<file path="src/rtl/fifo_stream_adapter.sv">
// Read-side adapter: FIFO pop/empty/data with fixed read latency to a
// valid/ready stream, with credit-based pops into a small skid buffer.
module fifo_stream_adapter #(
  parameter int DATA_WIDTH   = 32,
  parameter int READ_LATENCY = 1,
  parameter int BUF_DEPTH    = READ_LATENCY + 1,
  parameter int CNT_WIDTH    = $clog2(BUF_DEPTH + 1)
) (
  input  logic                  clk_i,
  input  logic                  rstn_i,
  input  logic                  flush_i,
  input  logic                  fifo_empty_i,
  output logic                  fifo_pop_o,
  input  logic [DATA_WIDTH-1:0] fifo_data_i,
  output logic                  m_valid_o,
  input  logic                  m_ready_i,
  output logic [DATA_WIDTH-1:0] m_data_o,
  output logic [CNT_WIDTH-1:0]  level_o,
  output logic [CNT_WIDTH-1:0]  inflight_o
);

  localparam int PW = (BUF_DEPTH > 1) ? $clog2(BUF_DEPTH) : 1;
  localparam logic [PW-1:0] LAST = PW'(BUF_DEPTH - 1);
  localparam logic [CNT_WIDTH:0] DEPTH = (CNT_WIDTH + 1)'(BUF_DEPTH);

  logic [DATA_WIDTH-1:0] mem [BUF_DEPTH];
  logic [PW-1:0]         wr_ptr;
  logic [PW-1:0]         rd_ptr;
  logic [CNT_WIDTH-1:0]  level_q;
  logic [CNT_WIDTH-1:0]  inflight_q;
  logic [CNT_WIDTH-1:0]  level_nxt;
  logic [CNT_WIDTH:0]    used;
  logic                  valid_q;
  logic                  ret;
  logic                  wr_en;
  logic                  xfer;
  logic                  pop;

  function automatic logic [PW-1:0] inc(input logic [PW-1:0] p);
    return (p == LAST) ? '0 : p + 1'b1;
  endfunction

  assign xfer  = valid_q & m_ready_i;
  assign used  = {1'b0, level_q} + {1'b0, inflight_q}
               - (CNT_WIDTH + 1)'(xfer);
  // gated by reset so no pop escapes while held in reset
  assign pop   = rstn_i & ~fifo_empty_i & ~flush_i & (used < DEPTH);
  assign wr_en = ret & ~flush_i;

  assign level_nxt = level_q + CNT_WIDTH'(wr_en) - CNT_WIDTH'(xfer);

  generate
    if (READ_LATENCY == 0) begin : g_direct
      assign ret = pop;
    end else begin : g_tags
      logic [READ_LATENCY-1:0] tags;
      always_ff @(posedge clk_i or negedge rstn_i) begin
        if (!rstn_i) begin
          tags <= '0;
        end else if (flush_i) begin
          tags <= '0;
        end else begin
          tags <= READ_LATENCY'({tags, pop});
        end
      end
      assign ret = tags[READ_LATENCY-1];
    end
  endgenerate

  always_ff @(posedge clk_i or negedge rstn_i) begin
    if (!rstn_i) begin
      level_q    <= '0;
      inflight_q <= '0;
      valid_q    <= 1'b0;
      wr_ptr     <= '0;
      rd_ptr     <= '0;
    end else if (flush_i) begin
      level_q    <= '0;
      inflight_q <= '0;
      valid_q    <= 1'b0;
      wr_ptr     <= '0;
      rd_ptr     <= '0;
    end else begin
      inflight_q <= inflight_q + CNT_WIDTH'(pop) - CNT_WIDTH'(ret);
      level_q    <= level_nxt;
      valid_q    <= (level_nxt != '0);
      if (wr_en) wr_ptr <= inc(wr_ptr);
      if (xfer)  rd_ptr <= inc(rd_ptr);
    end
  end

  always_ff @(posedge clk_i or negedge rstn_i) begin
    if (!rstn_i) begin
      for (int i = 0; i < BUF_DEPTH; i++) mem[i] <= '0;
    end else if (wr_en) begin
      mem[wr_ptr] <= fifo_data_i;
    end
  end

  assign fifo_pop_o = pop;
  assign m_valid_o  = valid_q;
  assign m_data_o   = mem[rd_ptr];
  assign level_o    = level_q;
  assign inflight_o = inflight_q;

  a_no_overflow : assert property (@(posedge clk_i) disable iff (!rstn_i)
    !(wr_en && !xfer && level_q == CNT_WIDTH'(BUF_DEPTH)));

  a_no_pop_empty : assert property (@(posedge clk_i) disable iff (!rstn_i)
    fifo_pop_o |-> !fifo_empty_i);

endmodule

</file>
<file path="config.mk">
export PLATFORM = sky130hd
export DESIGN_NAME = fifo_stream_adapter
export DESIGN_NICKNAME = d
export VERILOG_FILES = /design/src/rtl/fifo_stream_adapter.sv
export SDC_FILE = /design/constraint.sdc
export NUM_CORES = 1
export LEC_CHECK = 0
export CORE_UTILIZATION = 45
export DETAILED_ROUTE_END_ITERATION = 8
export PLACE_DENSITY = 0.72
export SKIP_CTS_REPAIR_TIMING = 1
export SYNTH_ARGS = -nofsm -noshare
export SYNTH_HDL_FRONTEND = slang
export SYNTH_SLANG_ARGS = --single-unit
</file>
<file path="constraint.sdc">
create_clock -name clk_i -period 4.2 [get_ports clk_i]
set_input_delay 1.26 -clock clk_i [delete_from_list [all_inputs] [get_ports clk_i]]
set_output_delay 1.26 -clock clk_i [all_outputs]
set_load 0.02 [all_outputs]
</file>
==> flow_summary_export.csv <==
group,metric,value,unit
detailed_routing,drc,0,
critical_path,worst-endpoint-required,2.94,ns
sta,rsz0062_at_grt,"no",
logic_synthesis,yosys.area.top_type,"dfrtp_1",
grt,grt_pass1_vias,1932,
critical_path,cp_max_fo,3,
critical_path,worstSetupStartpointType,"input port",
job,drv_cap,0,
critical_path,crit_start,"m_ready_i",
sta,period_share,0.913,
hold_path,min_path_type,"reg -> reg",
logic_synthesis,syn_area_per_cell,15.7,µm²
finish,num-fill-cells,590,
sta,final-setup-viol-count,0,
clock_tree,cts_buffers,9,
logic_synthesis,synth.most_common_cell,"dfrtp_1",
detailed_routing,wl_met1,3060,µm
logic_synthesis,yosysWarnings,0,
finish,layout-drive-gt1-share,0.414,
detailed_routing,dr.pass1.iters,4,
floorplanning,die_area,0.00786,mm²
clock_tree,clkLatencyLatePin,0.34,ns
detailed_routing,wl_met3,390,µm
grt,grt-ovfl-total,0,
floorplanning,coreArea,0.00725,mm²
status,status,"finished clean",
logic_synthesis,yosysSeqAreaShare,0.533,
floorplanning,start_util,0.466,
hold_path,hp-start,"mem[17]",
placement,dpl_worst_slack,-0.505,ns
detailed_routing,via_per_inst,4.83,
grt,grt_usage,0.171,
clock_tree,cts_buffer_depth,2,
hold_path,worstHoldEndpoint,"mem[17]",
critical_path,r2r_slack,1.81,ns
power_and_ir_drop,vdd_drop_max,0.000412,V
logic_synthesis,synth_flop_cell,"dfrtp_1",
power_and_ir_drop,leakage,2.02,nW
detailed_routing,routed-wl-met2,2690,µm
critical_path,r2r_start,"level_o[1]",
logic_synthesis,syn_area,0.00338,mm²
sta,finClkSkew,0.00972,ns
floorplanning,die_height,88.7,µm
placement,gp_congestion,0.718,
detailed_routing,topRoutingLayerUsed,"met4",
placement,dpl_cell_area,0.00419,mm²
sta,whs,0.495,ns
logic_synthesis,synth_edf_count,0,
detailed_routing,totalWireLength,6220,µm
floorplanning,rows,31,
sta,drv_slew,0,
floorplanning,top_level_ports,75,
finish,final_net_count,340,
clock_tree,path_clk_slew,0.08,ns
logic_synthesis,synthArstFlopShare,1.00,
detailed_routing,drt_iter0_drc,51,
critical_path,timing.rr.end,"inflight_o[1]",
logic_synthesis,synth_top_cells_by_area,"dfrtp_1 (53%), mux2_2 (21%), mux2_4 (13%)",
placement,place_hpwl,3910,µm
grt,grt_antenna_before_repair,0,
detailed_routing,vias,1938,
logic_synthesis,synth_common_cells,"dfrtp_1 (72), mux2_2 (64), mux2_4 (30)",
detailed_routing,wl_per_cell,15.5,µm
clock_tree,root_buffer,"clkbuf_8",
grt,grt_pass1_wl,9810,µm
power_and_ir_drop,cellPowerDensity,711,mW/mm²
sta,setup_ws,0.364,ns
sta,worst_pin_slew,0.901,ns
sta,finalCriticalPeriod,3.84,ns
logic_synthesis,syn-num-nets,258,
hold_path,min_path_cells,1,
floorplanning,die_w,88.7,µm
sta,max_freq,261,MHz
critical_path,arrival,2.58,ns
critical_path,r2r_cells,11,
sta,hold_viol,0,
critical_path,worstSetupPathType,"in -> out",
logic_synthesis,synth.distinct_cells,21,
detailed_routing,ant_nets,0,
logic_synthesis,ys_ff_latch,72,
clock_tree,cts.sinks,72,
sta,relSlewSlack,0.399,
finish,syn2layout_area_growth,30.5,%
clock_tree,htreeDepth,3,
finish,num_antenna_cells,0,
clock_tree,cts_tree,"built",
critical_path,endpoint_kind,"primary output",
logic_synthesis,synth_top_area_frac,0.533,
placement,numPortBuffers,74,
logic_synthesis,syn_inst,216,
finish,final_area,0.00441,mm²
grt,grt_max_degree,73,
## worst max path at each step
| stage | to | slack (ns) | cells after the start |
|---|---|---|---|
| after CTS | fifo_pop_o | -0.51 | 8 |
| after floorplan | fifo_pop_o | 0.40 | 6 |
| after detailed placement | fifo_pop_o | -0.51 | 8 |
| after global placement | fifo_pop_o | -0.49 | 8 |
| final | fifo_pop_o | 0.36 | 8 |
| after global routing | fifo_pop_o | 0.27 | 8 |
## worst max-delay path: stages
cell and delay (ns):
dlymetal6s2s_1 0.14, nand2_2 0.07, buf_4 0.12, nor2_1 0.05, fa_1 0.50, nand4bb_1 0.13
nor2_2 0.16, buf_6 0.14
## cells by family after synthesis
logic type | after synthesis | share of synthesized area
AO/OA/AOI/OAI | 1 | 0.00148
XOR/XNOR | 9 | 0.0233
adder cells (fa/ha/maj) | 5 | 0.0207
buffers and inverters | 17 | 0.0400
flip-flops | 72 | 0.533
multiplexers | 96 | 0.353
AND/OR/NAND/NOR | 16 | 0.0285
## through the flow
step | power [W] | cells | utilization | TNS [ns]
2_1_floorplan | 0.00204 | 216 | - | 0
3_3_place_gp | 0.00254 | 385 | 0.577 | -0.489
3_5_place_dp | 0.00256 | 385 | 0.577 | -0.505
4_1_cts | 0.00317 | 400 | 0.606 | -0.512
5_1_grt | 0.00332 | 401 | 0.608 | 0
6_report | 0.00314 | 401 | 0.608 | 0
## report_power, final
group	leakage, nW	total, W	switching (W)	internal (W)
sequential	0.937	0.00113	0.000153	0.000979
combinational	0.986	0.00142	0.000569	0.000855
clock	0.101	0.000582	0.000253	0.000329
total	2.02	0.00314	0.000975	0.00216
## layer usage
| metal | global-route usage | up-vias |
|---|---|---|
| li1 | - | 907 |
| met1 | 0.232 | 968 |
| met2 | 0.246 | 55 |
| met3 | 0.0616 | 8 |
| met4 | 0.0748 | 0 |
| met5 | 0 | - |
## cells in the final DEF, fill, tap and decap left out, drive strengths merged
master	count
nor2	8
nand3b	1
dlymetal6s2s	1
xor2	2
clkbuf	9
mux2	96
xnor2	7
clkinvlp	2
inv	5
buf	11
bufinv	2
clkinv	2
a21oi	1
clkdlybuf4s50	71
nand4bb	1
ha	4
fa	1
nor2b	3
dfrtp	72
nand2	3
## cell type report
type                    count  area (µm²)  share of cell area
clock inverters             6        85.1              0.0193
well taps                  99         124              0.0281
repair buffers             83         810               0.183
inverters                   5        18.8             0.00425
multi-input cells         127        1450               0.328
clock buffers               9         124              0.0281
flip-flops and latches     72        1800               0.408
## state kept, by name, indices dropped and copies added, names as in the netlist
| name | cells |
|---|---|
| wr_ptr | 1 |
| level_o | 2 |
| rd_ptr | 1 |
| inflight_o | 2 |
| m_valid_o | 1 |
| mem | 64 |
| g_tags.tags | 1 |
Note: power is estimated with default switching activity, not from simulation.
